File: config.mk
export PLATFORM = sky130hd
export DESIGN_NAME = vram_arbiter
export DESIGN_NICKNAME = d
export VERILOG_FILES = /design/src/rtl/vram_pkg.sv /design/src/rtl/vram_fill.sv /design/src/rtl/vram_arbiter.sv
export SDC_FILE = /design/constraint.sdc
export NUM_CORES = 1
export LEC_CHECK = 0
export CORE_ASPECT_RATIO = 1.25
export CORE_UTILIZATION = 49
export DETAILED_ROUTE_END_ITERATION = 8
export GPL_TIMING_DRIVEN = 0
export PLACE_DENSITY = 0.85
export RECOVER_POWER = 50
export SKIP_LAST_GASP = 1
export SYNTH_ARGS = -nofsm -noshare
export SYNTH_HDL_FRONTEND = slang
export SYNTH_SLANG_ARGS = --single-unit
File: constraint.sdc
create_clock -name clk -period 4.02 [get_ports clk]
set_input_delay 0.804 -clock clk [delete_from_list [all_inputs] [get_ports clk]]
set_output_delay 0.804 -clock clk [all_outputs]
set_load 0.005 [all_outputs]
File: src/rtl/vram_pkg.sv
// Shared definitions for the VRAM arbiter: default geometry, the default
// reserved-phase mask, the CPU access FSM state type and the video-slot test.
package vram_pkg;

  localparam int unsigned ADDR_W_DEF   = 13;
  localparam int unsigned DATA_W_DEF   = 8;
  localparam logic [7:0]  RSV_MASK_DEF = 8'b0000_1010;

  typedef enum logic [1:0] {
    CPU_IDLE  = 2'd0,
    CPU_WAIT  = 2'd1,
    CPU_RDATA = 2'd2
  } cpu_state_e;

  // A phase belongs to the video fetcher only during active display.
  function automatic logic is_video_slot(input logic [7:0] mask,
                                         input logic [2:0] phase,
                                         input logic       hblank,
                                         input logic       vblank);
    return ~(hblank | vblank) & mask[phase];
  endfunction

endpackage

File: src/rtl/vram_fill.sv
// Screen-fill engine: writes a constant value over a run of addresses,
// one word per slot the arbiter hands it, wrapping at the top of the RAM.
module vram_fill
  import vram_pkg::*;
#(
  parameter int unsigned ADDR_W = ADDR_W_DEF,
  parameter int unsigned DATA_W = DATA_W_DEF
) (
  input  logic              clk,
  input  logic              reset_n,
  input  logic              i_start,
  input  logic [ADDR_W-1:0] i_base,
  input  logic [ADDR_W:0]   i_len,
  input  logic [DATA_W-1:0] i_value,
  input  logic              i_grant,
  output logic              o_wr,
  output logic [ADDR_W-1:0] o_addr,
  output logic [DATA_W-1:0] o_value,
  output logic              o_busy,
  output logic              o_done
);

  localparam logic [ADDR_W:0] LAST_WORD = (ADDR_W+1)'(1);

  logic              r_busy;
  logic              r_done;
  logic [ADDR_W-1:0] r_addr;
  logic [ADDR_W:0]   r_count;
  logic [DATA_W-1:0] r_value;
  logic              w_wr;

  // A write happens only in a slot neither video nor the CPU is using.
  assign w_wr    = r_busy & i_grant;
  assign o_wr    = w_wr;
  assign o_addr  = r_addr;
  assign o_value = r_value;
  assign o_busy  = r_busy;
  assign o_done  = r_done;

  // Command capture, address/count stepping and the one-cycle done pulse.
  always_ff @(posedge clk or negedge reset_n) begin
    // NOTE: every register is reset so an interrupted fill can never resume.
    if (!reset_n) begin
      r_busy  <= 1'b0;
      r_done  <= 1'b0;
      r_addr  <= '0;
      r_count <= '0;
      r_value <= '0;
    end else begin
      // NOTE: non-blocking assignments, so each register sees pre-edge values.
      r_done <= 1'b0;
      if (w_wr) begin
        r_addr  <= r_addr + 1'b1;
        r_count <= r_count - 1'b1;
        if (r_count == LAST_WORD) begin
          r_busy <= 1'b0;
          r_done <= 1'b1;
        end
      end else if (!r_busy && i_start) begin
        r_addr  <= i_base;
        r_count <= i_len;
        r_value <= i_value;
        if (i_len == '0) r_done <= 1'b1;
        else             r_busy <= 1'b1;
      end
    end
  end

endmodule

File: src/rtl/vram_arbiter.sv
// Single-port video RAM arbiter: video fetch > CPU access > screen fill.
// Optional feature: define VRAM_ARB_STALL_CNT_EN to add the stall_cnt output,
// a saturating count of CPU cycles spent waiting behind video slots.
module vram_arbiter
  import vram_pkg::*;
#(
  parameter int unsigned ADDR_W   = ADDR_W_DEF,
  parameter int unsigned DATA_W   = DATA_W_DEF,
  parameter logic [7:0]  RSV_MASK = RSV_MASK_DEF
) (
  input  logic              clk,
  input  logic              reset_n,
  input  logic [2:0]        phase,
  input  logic              hblank,
  input  logic              vblank,
  input  logic [ADDR_W-1:0] vid_addr,
  input  logic              cpu_req,
  input  logic              cpu_we,
  input  logic [ADDR_W-1:0] cpu_addr,
  input  logic [DATA_W-1:0] cpu_wdata,
  output logic              cpu_ack,
  output logic [DATA_W-1:0] cpu_rdata,
  input  logic              fill_start,
  input  logic [ADDR_W-1:0] fill_base,
  input  logic [ADDR_W:0]   fill_len,
  input  logic [DATA_W-1:0] fill_value,
  output logic              fill_busy,
  output logic              fill_done,
  output logic [ADDR_W-1:0] ram_addr,
  output logic              ram_we,
  output logic [DATA_W-1:0] ram_wdata,
  input  logic [DATA_W-1:0] ram_rdata
`ifdef VRAM_ARB_STALL_CNT_EN
  ,
  output logic [15:0]       stall_cnt
`endif
);

  cpu_state_e        r_state;
  cpu_state_e        w_state_nxt;
  logic              r_we;
  logic [ADDR_W-1:0] r_addr;
  logic [DATA_W-1:0] r_wdata;
  logic [DATA_W-1:0] r_rdata;

  logic              w_video;
  logic              w_cpu_grant;
  logic              w_cpu_ack;
  logic              w_slot_free;
  logic              w_fill_wr;
  logic [ADDR_W-1:0] w_fill_addr;
  logic [DATA_W-1:0] w_fill_value;

  assign w_video = is_video_slot(RSV_MASK, phase, hblank, vblank);

  // CPU FSM state register.
  always_ff @(posedge clk or negedge reset_n) begin
    if (!reset_n) r_state <= CPU_IDLE;
    else          r_state <= w_state_nxt;
  end

  // CPU FSM next state: wait out video slots, then one cycle for read data.
  always_comb begin
    // NOTE: default first so no path through the case leaves a latch.
    w_state_nxt = r_state;
    case (r_state)
      CPU_IDLE:  if (cpu_req)  w_state_nxt = CPU_WAIT;
      CPU_WAIT:  if (!w_video) w_state_nxt = CPU_RDATA;
      CPU_RDATA: w_state_nxt = CPU_IDLE;
      default:   w_state_nxt = CPU_IDLE;
    endcase
  end

  // CPU FSM outputs: RAM grant while waiting in a free slot, ack in RDATA.
  always_comb begin
    w_cpu_grant = 1'b0;
    w_cpu_ack   = 1'b0;
    case (r_state)
      CPU_WAIT:  w_cpu_grant = ~w_video;
      CPU_RDATA: w_cpu_ack   = 1'b1;
      default:   ;
    endcase
  end

  // Request latch on acceptance and read-data capture at completion.
  always_ff @(posedge clk or negedge reset_n) begin
    if (!reset_n) begin
      r_we    <= 1'b0;
      r_addr  <= '0;
      r_wdata <= '0;
      r_rdata <= '0;
    end else begin
      if (r_state == CPU_IDLE && cpu_req) begin
        r_we    <= cpu_we;
        r_addr  <= cpu_addr;
        r_wdata <= cpu_wdata;
      end
      if (r_state == CPU_RDATA && !r_we) r_rdata <= ram_rdata;
    end
  end

  // Read data is forwarded in the ack cycle and held afterwards.
  assign cpu_ack   = w_cpu_ack;
  assign cpu_rdata = (w_cpu_ack && !r_we) ? ram_rdata : r_rdata;

  assign w_slot_free = ~w_video & ~w_cpu_grant;

  vram_fill #(
    .ADDR_W (ADDR_W),
    .DATA_W (DATA_W)
  ) u_fill (
    .clk     (clk),
    .reset_n (reset_n),
    .i_start (fill_start),
    .i_base  (fill_base),
    .i_len   (fill_len),
    .i_value (fill_value),
    .i_grant (w_slot_free),
    .o_wr    (w_fill_wr),
    .o_addr  (w_fill_addr),
    .o_value (w_fill_value),
    .o_busy  (fill_busy),
    .o_done  (fill_done)
  );

  // RAM port mux: video (or idle) address by default, then CPU, then fill.
  always_comb begin
    ram_addr  = vid_addr;
    ram_we    = 1'b0;
    ram_wdata = '0;
    if (w_cpu_grant) begin
      ram_addr  = r_addr;
      ram_we    = r_we;
      ram_wdata = r_we ? r_wdata : '0;
    end else if (w_fill_wr) begin
      ram_addr  = w_fill_addr;
      ram_we    = 1'b1;
      ram_wdata = w_fill_value;
    end
  end

`ifdef VRAM_ARB_STALL_CNT_EN
  logic [15:0] r_stall_cnt;

  // Count WAIT cycles lost to video slots, holding at all-ones.
  always_ff @(posedge clk or negedge reset_n) begin
    if (!reset_n) begin
      r_stall_cnt <= '0;
    end else if (r_state == CPU_WAIT && !w_cpu_grant && r_stall_cnt != 16'hFFFF) begin
      r_stall_cnt <= r_stall_cnt + 16'd1;
    end
  end

  assign stall_cnt = r_stall_cnt;
`endif

endmodule
* Word level (Yosys, flattened, before mapping)
Memories as Yosys holds them, arrays and structs flattened. Index checks and enable logic that the tools add are counted.
Storage, ports and cells: memories 1, output and inout bits 33, flip-flop bits (word level) 69, bits in read-only memories 8
Memory list:
- (name not given) | depth 8, bits a word 1, rd ports 1, clocked after Yosys merged registers in 0, wr ports 0, line vram_pkg.sv:20 | return ~(hblank | vblank) & mask[phase];
Cells by class: magnitude comparators 1, multiplexer cells 26, add/subtract/negate cells 2, equality and inequality tests 7, reduce and logical (&&, ||, !) cells 12, bitwise logic cells 8
Operator list (number):
- two-way mux 13 bit | 4
- two-way mux 8 bit | 4
- two-way mux 14 bit | 2
- equality test 14 x 1 -> 1 bit, second input constant | 1
- logical NOT 14 bit | 1
- subtractor 14 x 1 -> 14 bit, second input constant | 1
- adder 13 x 1 -> 13 bit, second input constant | 1
- two-way mux 1 bit | 13
- inequality test 2 bit, second input constant | 3
- logical AND 1 bit | 4
- < comparator 3 x 4 -> 1 bit, second input constant | 1
- two-way mux 2 bit | 2
- NOT 1 bit | 4
- one-hot mux 2 bit (2 select lines) | 1
- AND reduction 2 bit | 2
- bitwise AND 1 bit | 3
- AND reduction 3 bit | 1
- equality test 2 x 1 -> 1 bit, second input constant | 1
- equality test 2 bit, second input constant | 1
- logical NOT 1 bit | 2
- logical NOT 2 bit | 1
- inequality test 2 x 1 -> 1 bit, second input constant | 1
- nonzero test 2 bit | 1
- bitwise OR 1 bit | 1

* Depth between registers and ports, before layout
word-level depth 10, depth in mapped cells 7, mapped depth without buffers 6

* Cells and area by module
Synthesis repeated with hierarchy kept, for this count alone.
Unflattened totals: cell total of the unflattened synthesis 346, area, all modules 3742.3 um2
Modules (own cells, without submodules):
- vram_fill | instances 1, area an instance 1976.9 um2, cells each 216, sequential area each 925.9 um2
- vram_arbiter | instances 1, area an instance 1765.4 um2, cells each 130, sequential area each 800.8 um2

* Worst setup path before layout
No wires, ideal clock.
path kind input to output, start in vblank, end out ram_addr[1], data arrival time 2.106 ns, setup slack 1.110 ns, path buffers 3, cell stages on the path 7, path through or4b_1 buf_6 nand3_2 buf_2 buf_2 nand3_1 nand2_1
Between the ends: longest elaborated chain between the ends 10
Ends and longest elaborated chain:
- start, declared | line vram_arbiter.sv:15 | input logic vblank,
- bitwise OR 1 bit * | line vram_pkg.sv:20
- NOT 1 bit * | line vram_pkg.sv:20
- bitwise AND 1 bit * | line vram_pkg.sv:20
- NOT 1 bit * | line vram_arbiter.sv:79, vram_arbiter.sv:106
- two-way mux 1 bit | line vram_arbiter.sv:78 | case (r_state)
- NOT 1 bit | line vram_arbiter.sv:106 | assign w_slot_free = ~w_video & ~w_cpu_grant;
- bitwise AND 1 bit | line vram_arbiter.sv:106
- bitwise AND 1 bit | line vram_fill.sv:33 | assign w_wr = r_busy & i_grant;
- two-way mux 13 bit | line vram_arbiter.sv:135 | end else if (w_fill_wr) begin
- two-way mux 13 bit * | line vram_arbiter.sv:131 | if (w_cpu_grant) begin
- end, declared | line vram_arbiter.sv:29 | output logic [ADDR_W-1:0] ram_addr,
Mark *: on every way between the ends. The rest lies on a longest branch, timed or not.

* Worst setup path after layout
start in vblank, end out ram_we
Between the ends: longest elaborated chain between the ends 10
Ends and longest elaborated chain:
- bitwise OR 1 bit * | line vram_pkg.sv:20
- NOT 1 bit * | line vram_pkg.sv:20
- bitwise AND 1 bit * | line vram_pkg.sv:20
- NOT 1 bit * | line vram_arbiter.sv:79, vram_arbiter.sv:106
- two-way mux 1 bit | line vram_arbiter.sv:78
- NOT 1 bit | line vram_arbiter.sv:106
- bitwise AND 1 bit | line vram_arbiter.sv:106
- bitwise AND 1 bit | line vram_fill.sv:33
- two-way mux 1 bit | line vram_arbiter.sv:135
- two-way mux 1 bit * | line vram_arbiter.sv:131
- end, declared | line vram_arbiter.sv:30 | output logic ram_we,
Marked as above.

==> metrics.txt <==
most used cell, CP=clkdlybuf4s50_1; Hold WC Path Type=register to register; IO buf count=118; H-tree level count=3; Initial Util=50.8%; Slew HR=-13.7%; grt total ovfl=0; Syn. warnings=0; GPL Wtd Cong=0.836; CP top delay family=buffers and inverters; top-count cell post-synth=dfrtp_1; site row count=34; Routed Antenna Nets=0; Main synth FF type=dfrtp_1; Syn Area/Cell=10.3 um^2; postcts setup bufs=0; failing checks=max-capacitance violations, max-slew violations; vias per cell=6.14; vias in the first global route=3452; synthesized instance count=346; pwr dens=514 nW/um^2; Synth top area share=48.4%; Initial DRC Count=346; I/O pin cnt=120; GRT Overall Usage=28.4%; Vias=3480; WL final=10300 um; distinct cell type count of the synthesized netlist=52; Area Growth Syn to Fin=42.7%; first-pass GRT wire length=16700 um; layout cell share with drive strength beyond 1=13.8%; # diodes=0; final setup skew=0.00906 ns; Post-DP HPWL=7280 um; CTS Buffer Depth=2; core area=7020 um^2; fmax=256 MHz; register area share after synthesis=48.4%; top cells by count, synth=dfrtp_1, nand2_1, mux2_2; endpoints failing setup=0; Post-Syn Area=3560 um^2; post-synthesis async set-or-reset flop share=100%; MaxCap Viol Count=1; Num CTS Buffers=9; CTS tree=built; setup TNS=0 ns; Static Leakage=2.09 nW; CTS Hold Bufs=0; Die Footprint=7620 um^2; status=finished with violations; Critical-path top delay cell=nor4b_4; Fillers=522; post-layout min period=3.91 ns; Yosys top cell by area=dfrtp_1; Crit. End Element=output port; register bit total from synthesis=69; # clock sinks=69; Final nets=563; Reg clk slew, reported paths=0.07 ns; largest net degree at the start of global routing=70; syn nets=436; antenna violations before repair=0; number of synthesized flops with an enable pin=0; clock root buffer=clkbuf_8; Die W=78.3 um; final hold viol count=0; crit path DAT=3.11 ns; Largest stage delay, worst path=0.53 ns; clk_lat worst skew=0.35 ns; TritonRoute pass-1 iters=5; detailed-route wire length per cell=18.1 um; chip height=97.4 um; Fin Hold WS=0.489 ns; crit path max fanout=10; VDD IR max=0.000359 V; Worst setup SP type=primary input; Final Max Tran Viols=70; synth top area cells=dfrtp_1, mux2_2, nand2_1, nand3_1, a22oi_1; worst path cell trace=clkdlybuf4s50_1 > nor4b_4 > nor3_2 > clkbuf_1 > or2_2 > clkdlybuf4s50_1; Buf/Inv on CP=3; CP Class=primary input to output port; final core area utilization=72.5%; Worst-Margin Slew=1.71 ns; # DRC=0; Final Cycle Share=97.3%; worst endpoint required time=3.22 ns
==> placed cells by master, fill, tap and decap left out, types with 5 or more instances in the layout <==
cell             Yosys  final
a311oi_1             6      6
nor2_1              16     16
a22o_1               8      8
nand2_1             53     52
nand3_1             23     23
a211oi_1             6      6
a22oi_1             13     12
dfrtp_1             69     69
inv_1                6      6
nor2b_1              5      5
nor3_1               8      8
clkbuf_8             2     11
nor4_1               7      7
clkbuf_1            14     10
clkdlybuf4s50_1      0    113
mux2_2              30     28
a221o_1              6      6
or4_1                6      6
o311ai_0             5      5
==> worst reg2reg max path, cell delays in order (launching register included) <==
cell     delay [ns]
dfrtp_1        0.42
nor2b_1        0.26
o31ai_1        0.79
o21ai_0        0.27
a221o_1        0.34
==> timing repair <==
action,in CTS,in global routing
endpoints found under the setup margin,15,13
endpoints found under the hold margin,0,0
gates resized for setup,3,8
cloned,0,0
==> worst paths after layout <==
path,start,endpoint,slack [ns],depth (start not counted)
hold / removal,u_fill.o_value[6],u_fill.o_value[6],0.49,2
setup / recovery,vblank,ram_we,0.11,6
max in group asynchronous,reset_n,r_wdata[1],2.11,1
min in group asynchronous,reset_n,u_fill.r_count[0],0.89,1
setup reg to reg,r_state[0],u_fill.r_count[3],1.84,4
hold reg to reg,u_fill.o_value[6],u_fill.o_value[6],0.49,2
==> cell type report <==
cell class	count	area, um^2	share of cell area (%)
sequential	69	1730	33.9
timing repair buffer	118	1180	23.1
buffer	20	116	2.29
inverter	7	26.3	0.516
multi-input combinational	248	1720	33.7
clock inverter	6	88.8	1.75
clock buffer	9	124	2.43
tap	90	113	2.21
==> stage by stage <==
stage               instances  worst slack (ns)  total power, W  instance area, um^2
finish                    567             0.109         0.00262                 5090
floorplan                 346              1.11         0.00153                 3560
global route              567          -0.00699         0.00275                 5090
detailed placement        554           -0.0709         0.00199                 4860
global placement          554            -0.191         0.00195                 4860
CTS                       568           0.00396         0.00261                 5080
==> metal layers <==
metal / up-vias / share of wire, % / global-route usage (%)
met5: - / 0 / 0
met2: 185 / 50 / 46.7
met1: 1698 / 38 / 34.8
met3: 39 / 7.4 / 4.69
li1: 1558 / - / -
met4: 0 / 4.3 / 16.7
==> sequential cells by signal, summed over array words and instances, names as in the netlist <==
signal / cells
u_fill.o_busy: 1
r_wdata: 8
u_fill.r_count: 14
r_state: 2
u_fill.o_value: 8
r_we: 1
r_addr: 13
u_fill.o_addr: 13
u_fill.o_done: 1
r_rdata: 8
==> kinds of logic after synthesis <==
family	share of synthesized area, %
muxes	9.48
buffers and inverters	4.07
AOI/OAI and AO/OA	15.8
and+or+nand+nor	21.2
DFF	48.4
adders and majority gates	1.05
==> report_power, final <==
| group | switching (W) | internal, W |
|---|---|---|
| Sequential | 0.000178 | 0.000904 |
| Combinational | 0.000383 | 0.000533 |
| Clock | 0.000274 | 0.000346 |
| Total | 0.000835 | 0.00178 |
Power figures use the tool's default switching activity.
